**src/rtl/adder_pkg.sv**
```systemverilog
// Shared defaults and the operand record used by the adder issue stage.
// The operand FIFO stores one of these per entry.
package adder_pkg;

  localparam int DEF_WIDTH = 24;
  localparam int DEF_DEPTH = 4;

  localparam logic [7:0] CARRY_CNT_MAX = 8'd255;

  typedef struct packed {
    logic [DEF_WIDTH-1:0] a;
    logic [DEF_WIDTH-1:0] b;
    logic                 c;
  } operand_t;

endpackage

```
**src/rtl/adder_fifo.sv**
```systemverilog
// Operand FIFO for the adder issue stage: DEPTH entries with a registered
// occupancy count. Pushes are ignored when full and pops when empty.
module adder_fifo
  import adder_pkg::*;
#(
  parameter int  DEPTH = DEF_DEPTH,
  parameter type T     = operand_t
) (
  input  logic                     clk,
  input  logic                     rst_n,
  input  logic                     push,
  input  T                         din,
  input  logic                     pop,
  output T                         head,
  output logic [$clog2(DEPTH):0]   count,
  output logic                     full,
  output logic                     empty
);

  localparam int PW = $clog2(DEPTH);
  localparam int CW = PW + 1;
  localparam logic [CW-1:0] FULL_CNT = CW'(DEPTH);

  T              mem [DEPTH];
  logic [PW-1:0] wr_ptr;
  logic [PW-1:0] rd_ptr;
  logic [CW-1:0] count_q;
  logic          push_ok;
  logic          pop_ok;

  assign full    = (count_q == FULL_CNT);
  assign empty   = (count_q == '0);
  assign push_ok = push && !full;
  assign pop_ok  = pop && !empty;

  // Pointers wrap naturally because DEPTH is a power of two.
  always_ff @(posedge clk or negedge rst_n) begin
    if (!rst_n) begin
      wr_ptr  <= '0;
      rd_ptr  <= '0;
      count_q <= '0;
    end else begin
      if (push_ok) wr_ptr <= wr_ptr + PW'(1);
      if (pop_ok)  rd_ptr <= rd_ptr + PW'(1);
      count_q <= count_q + CW'(push_ok) - CW'(pop_ok);
    end
  end

  always_ff @(posedge clk) begin
    if (push_ok) mem[wr_ptr] <= din;
  end

  assign head  = mem[rd_ptr];
  assign count = count_q;

endmodule

```
**src/rtl/adder_issue_stage.sv**
```systemverilog
// Issue stage in front of an external combinational adder: buffers operand
// triples, feeds the FIFO head to the adder and registers its result.
module adder_issue_stage
  import adder_pkg::*;
#(
  parameter int WIDTH = DEF_WIDTH,
  parameter int DEPTH = DEF_DEPTH
) (
  input  logic                     clk,
  input  logic                     rst_n,
  input  logic                     in_valid,
  output logic                     in_ready,
  input  logic [WIDTH-1:0]         in_a,
  input  logic [WIDTH-1:0]         in_b,
  input  logic                     in_c,
  output logic [WIDTH-1:0]         a_in,
  output logic [WIDTH-1:0]         b_in,
  output logic                     c_in,
  input  logic [WIDTH-1:0]         sum,
  input  logic                     carry,
  output logic                     out_valid,
  input  logic                     out_ready,
  output logic [WIDTH-1:0]         out_sum,
  output logic                     out_carry,
  output logic [$clog2(DEPTH):0]   count,
  output logic [7:0]               carry_cnt
);

  // Same layout as operand_t, but sized by this instance's WIDTH.
  typedef struct packed {
    logic [WIDTH-1:0] a;
    logic [WIDTH-1:0] b;
    logic             c;
  } op_t;

  op_t              din;
  op_t              head;
  logic             full;
  logic             empty;
  logic             pop;
  logic             out_valid_q;
  logic [WIDTH-1:0] out_sum_q;
  logic             out_carry_q;
  logic [7:0]       carry_cnt_q;
  logic             deliver;

  assign din = '{a: in_a, b: in_b, c: in_c};

  adder_fifo #(
    .DEPTH (DEPTH),
    .T     (op_t)
  ) u_fifo (
    .clk   (clk),
    .rst_n (rst_n),
    .push  (in_valid),
    .din   (din),
    .pop   (pop),
    .head  (head),
    .count (count),
    .full  (full),
    .empty (empty)
  );

  // in_ready comes straight from the registered count, never from out_ready.
  assign in_ready = !full;

  assign a_in = empty ? '0 : head.a;
  assign b_in = empty ? '0 : head.b;
  assign c_in = empty ? 1'b0 : head.c;

  assign pop     = !empty && (!out_valid_q || out_ready);
  assign deliver = out_valid_q && out_ready;

  always_ff @(posedge clk or negedge rst_n) begin
    if (!rst_n) begin
      out_valid_q <= 1'b0;
      out_sum_q   <= '0;
      out_carry_q <= 1'b0;
    end else if (pop) begin
      out_valid_q <= 1'b1;
      out_sum_q   <= sum;
      out_carry_q <= carry;
    end else if (deliver) begin
      out_valid_q <= 1'b0;
    end
  end

  always_ff @(posedge clk or negedge rst_n) begin
    if (!rst_n) begin
      carry_cnt_q <= '0;
    end else if (deliver && out_carry_q && (carry_cnt_q != CARRY_CNT_MAX)) begin
      carry_cnt_q <= carry_cnt_q + 8'd1;
    end
  end

  assign out_valid = out_valid_q;
  assign out_sum   = out_sum_q;
  assign out_carry = out_carry_q;
  assign carry_cnt = carry_cnt_q;

endmodule

```
**config.mk**
```make
export PLATFORM = sky130hd
export DESIGN_NAME = adder_issue_stage
export DESIGN_NICKNAME = d
export VERILOG_FILES = /design/src/rtl/adder_pkg.sv /design/src/rtl/adder_fifo.sv /design/src/rtl/adder_issue_stage.sv
export SDC_FILE = /design/constraint.sdc
export NUM_CORES = 1
export LEC_CHECK = 0
export CAP_MARGIN = 5
export CELL_PAD_IN_SITES_DETAIL_PLACEMENT = 0
export CELL_PAD_IN_SITES_GLOBAL_PLACEMENT = 1
export CORE_ASPECT_RATIO = 0.9
export CORE_UTILIZATION = 30
export CTS_CLUSTER_SIZE = 20
export DETAILED_ROUTE_END_ITERATION = 10
export GPL_ROUTABILITY_DRIVEN = 1
export PLACE_DENSITY = 0.63
export SLEW_MARGIN = 30
export SYNTH_ARGS = -nofsm -noshare
export SYNTH_HDL_FRONTEND = slang
export SYNTH_SLANG_ARGS = --single-unit
export TNS_END_PERCENT = 50
```
**constraint.sdc**
```tcl
create_clock -name clk -period 2.55 [get_ports clk]
set_input_delay 0.51 -clock clk [delete_from_list [all_inputs] [get_ports clk]]
set_output_delay 0.51 -clock clk [all_outputs]
set_load 0.1 [all_outputs]
```
==> results.py <==
metrics = {
    "logic_synthesis": {
        "ys.flop_type": "edfxtp_1",
        "synth_xor_area_share_pct": 0.564,
        "yosys.area.top_type": "edfxtp_1",
        "synth_top_area_share_pct": 63.2,
        "synth_edf_count": 196,
        "synth_nets": 530,
        "synth_seq_cells": 237,
        "synthCells": 444,
        "synth_compound_area_share_pct": 0.430,
        "synth_most_common_cell": "edfxtp_1",
        "syn_area_per_cell_um2": 21.0,
        "synth_common_cells": "edfxtp_1 (196), mux4_2 (49), nor2b_1 (49), dfrtp_1 (41), mux2_4 (18)",
        "synth_adder_area_share_pct": 1.16,
        "yosys-top-cells-area": "edfxtp_1 (63%), mux4_2 (12%), dfrtp_1 (11%)",
        "synth_warnings": 0,
        "async_reset_ff_share_pct": 17.3,
        "ys_seq_area_share_pct": 74.2,
        "netlist_area_um2": 9310,
        "synth_top_family_by_area": "multiplexers",
        "yosysUniqueCellTypes": 33,
        "synth_mux_area_share_pct": 16.4,
        "synth-simple-area-share_pct": 5.25,
    },
    "cells_and_area": {
        "finalInstanceArea_um2": 13200,
        "utilization_pct": 43.6,
        "nNetsFinal": 731,
        "area_growth_pct": 41.2,
        "diodes": 0,
        "layout-drive-gt1-share_pct": 44.5,
    },
    "cts": {
        "cts_buffers": 26,
        "hold_buffers": 0,
        "root_buffer": "clkbuf_16",
        "cts_tree": "built",
        "cts-htree-levels": 1,
        "clk_pin_slew_ns": 0.06,
        "clock-sinks": 237,
        "clk_path_buf_depth": 3,
        "worstSkewPairLatency_ns": 0.52,
    },
    "min_path": {
        "worst_hold_path_type": "in -> async",
    },
    "grt": {
        "grt_pass1_wl_um": 31300,
        "use_met2_pct": 22.0,
        "met3_usage_pct": 2.96,
        "gr-total-overflow": 0,
        "antenna_found_initial": 0,
        "track_usage_pct": 12.9,
        "grt-busiest-layer": "met2",
        "grt_max_degree": 52,
        "use_met1_pct": 16.4,
        "grt_pass1_vias": 5292,
    },
    "sta": {
        "rsz0062_at_grt": "true",
        "slew_violations": 0,
        "finalCritPeriodShare_pct": 105,
        "max_freq_mhz": 374,
        "hold_viol_final": 0,
        "setup_tns_ns": -4.81,
        "fin_crit_ns": 2.67,
        "setup-violations-final": 47,
        "slew_headroom_pct": 44.1,
        "skew_ns": 0.00907,
        "tightest_slew_ns": 0.838,
        "setup_ws_ns": -0.125,
    },
    "floorplanning": {
        "die_h_um": 169,
        "core_area_um2": 30200,
        "num_io_pins": 165,
        "die_w_um": 188,
        "initial_core_util_pct": 30.9,
        "rows": 60,
        "dieArea_um2": 31800,
    },
    "critical_path": {
        "slowest_delay_ns": 0.50,
        "worstSetupEndpointType": "output pin",
        "critPathTopFamily": "multiplexers",
        "crit_slowest_cell": "mux4_2",
        "critPathKind": "reg -> out",
        "critPathMaxFanout": 5,
        "crit_chain": "buf_12 -> buf_8 -> mux4_2 -> nor2b_2 -> buf_12",
        "cp.required_ns": 2.04,
        "critPathMostFrequentCell": "buf_12",
        "start_kind": "flop",
        "path_buf_inv": 3,
        "worstPathArrival_ns": 2.16,
    },
    "run": {
        "maxCapViolCount": 0,
    },
    "routing": {
        "drt_first_pass_iters": 4,
        "wl_um": 20500,
        "drt-vias-per-instance": 4.51,
        "drtAntennaViolNets": 0,
        "route.detailed.drc": 0,
        "vias": 4816,
        "drt-initial-drc-count": 195,
        "avgRoutedWirePerCell_um": 19.2,
    },
    "run_status": {
        "violations": "negative setup slack",
        "status": "finished with violations",
    },
    "place": {
        "dpl_cell_area_um2": 12100,
        "hpwl_um": 12600,
        "routabilityCongestion": 0.775,
        "port_buffers": 164,
    },
}
[registers in the layout, summed over array words and instances (netlist names)]
name and count:
u_fifo.count 3, u_fifo.mem 196, out_sum 24, out_valid 1, carry_cnt 8, out_carry 1, u_fifo.rd_ptr 2, u_fifo.wr_ptr 2
[final timing paths]
path,endpoint,slack [ns],depth (start not counted),from
setup reg to reg,u_fifo.count[2],0.50,9,u_fifo.count[1]
hold reg to reg,out_sum[9],0.51,1,out_sum[9]
hold / removal,out_sum[19],0.09,1,rst_n
min in group clk,out_sum[9],0.51,1,out_sum[9]
setup / recovery,b_in[8],-0.12,5,u_fifo.rd_ptr[0]
max in group asynchronous,u_fifo.rd_ptr[0],1.84,1,rst_n
[layer usage]
metal | part of all wire [%] | vias to the layer above
met3 | 5.1 | 35
met5 | 0 | -
met2 | 50 | 117
met4 | 2.7 | 0
li1 | - | 2162
met1 | 42 | 2502
[placed cells by master (no fill, tap or decap), drive strengths merged, types with 2 or more instances in the layout]
| cell | n |
|---|---|
| a21oi | 2 |
| clkbuf | 35 |
| nand2b | 2 |
| dfrtp | 41 |
| inv | 6 |
| bufinv | 2 |
| nand2 | 7 |
| mux2 | 31 |
| and2 | 4 |
| nor2b | 50 |
| clkdlybuf4s50 | 76 |
| nand3 | 4 |
| clkinv | 14 |
| nand4 | 3 |
| ha | 7 |
| buf | 113 |
| nor3 | 3 |
| edfxtp | 196 |
| xnor2 | 4 |
| mux4 | 49 |
| and3 | 4 |
| xor2 | 2 |
[worst reg2reg max path: cells and delay by family (launching register included)]
| kind | cells | cell delay (ns) |
|---|---|---|
| AND/OR/NAND/NOR | 2 | 0.28 |
| adder cells (fa/ha/maj) | 3 | 0.77 |
| buffers and inverters | 2 | 0.10 |
| XOR/XNOR | 2 | 0.30 |
| flip-flops | 1 | 0.52 |
[kinds of logic after synthesis]
kind of cell | count (synthesis)
DFF | 237
muxes | 81
and+or+nand+nor | 80
buffers and inverters | 26
adders and majority gates | 8
AOI/OAI and AO/OA | 6
xor gates and xnor gates | 6
[metrics by stage]
step / hold WS (ns) / worst slack [ns] / instances
global route: 0.136 / -0.193 / 1068
global placement: 0.492 / -0.00477 / 1012
finish: 0.0883 / -0.125 / 1068
CTS: 0.0850 / -0.164 / 1065
floorplan: 0.214 / 0.00153 / 444
detailed placement: 0.500 / 0.0174 / 1012
[area by class of cell]
type / count / area (µm²)
clock buffer: 31 / 691
clock inverter: 17 / 128
fill: 2624 / 17000
inverter: 6 / 22.5
multi-input combinational: 181 / 2410
sequential: 237 / 6920
tap: 403 / 504
timing repair buffer: 193 / 2480
[repair_timing]
item	CTS	global route
resized for setup	5	15
buffers inserted	4	0
endpoints found under the setup margin	49	49
pin swaps	1	0
gates cloned	1	3
Power is left out: the tool's default activity adds up to more than one toggle a clock period on the data nets, which glitch-free logic cannot reach.
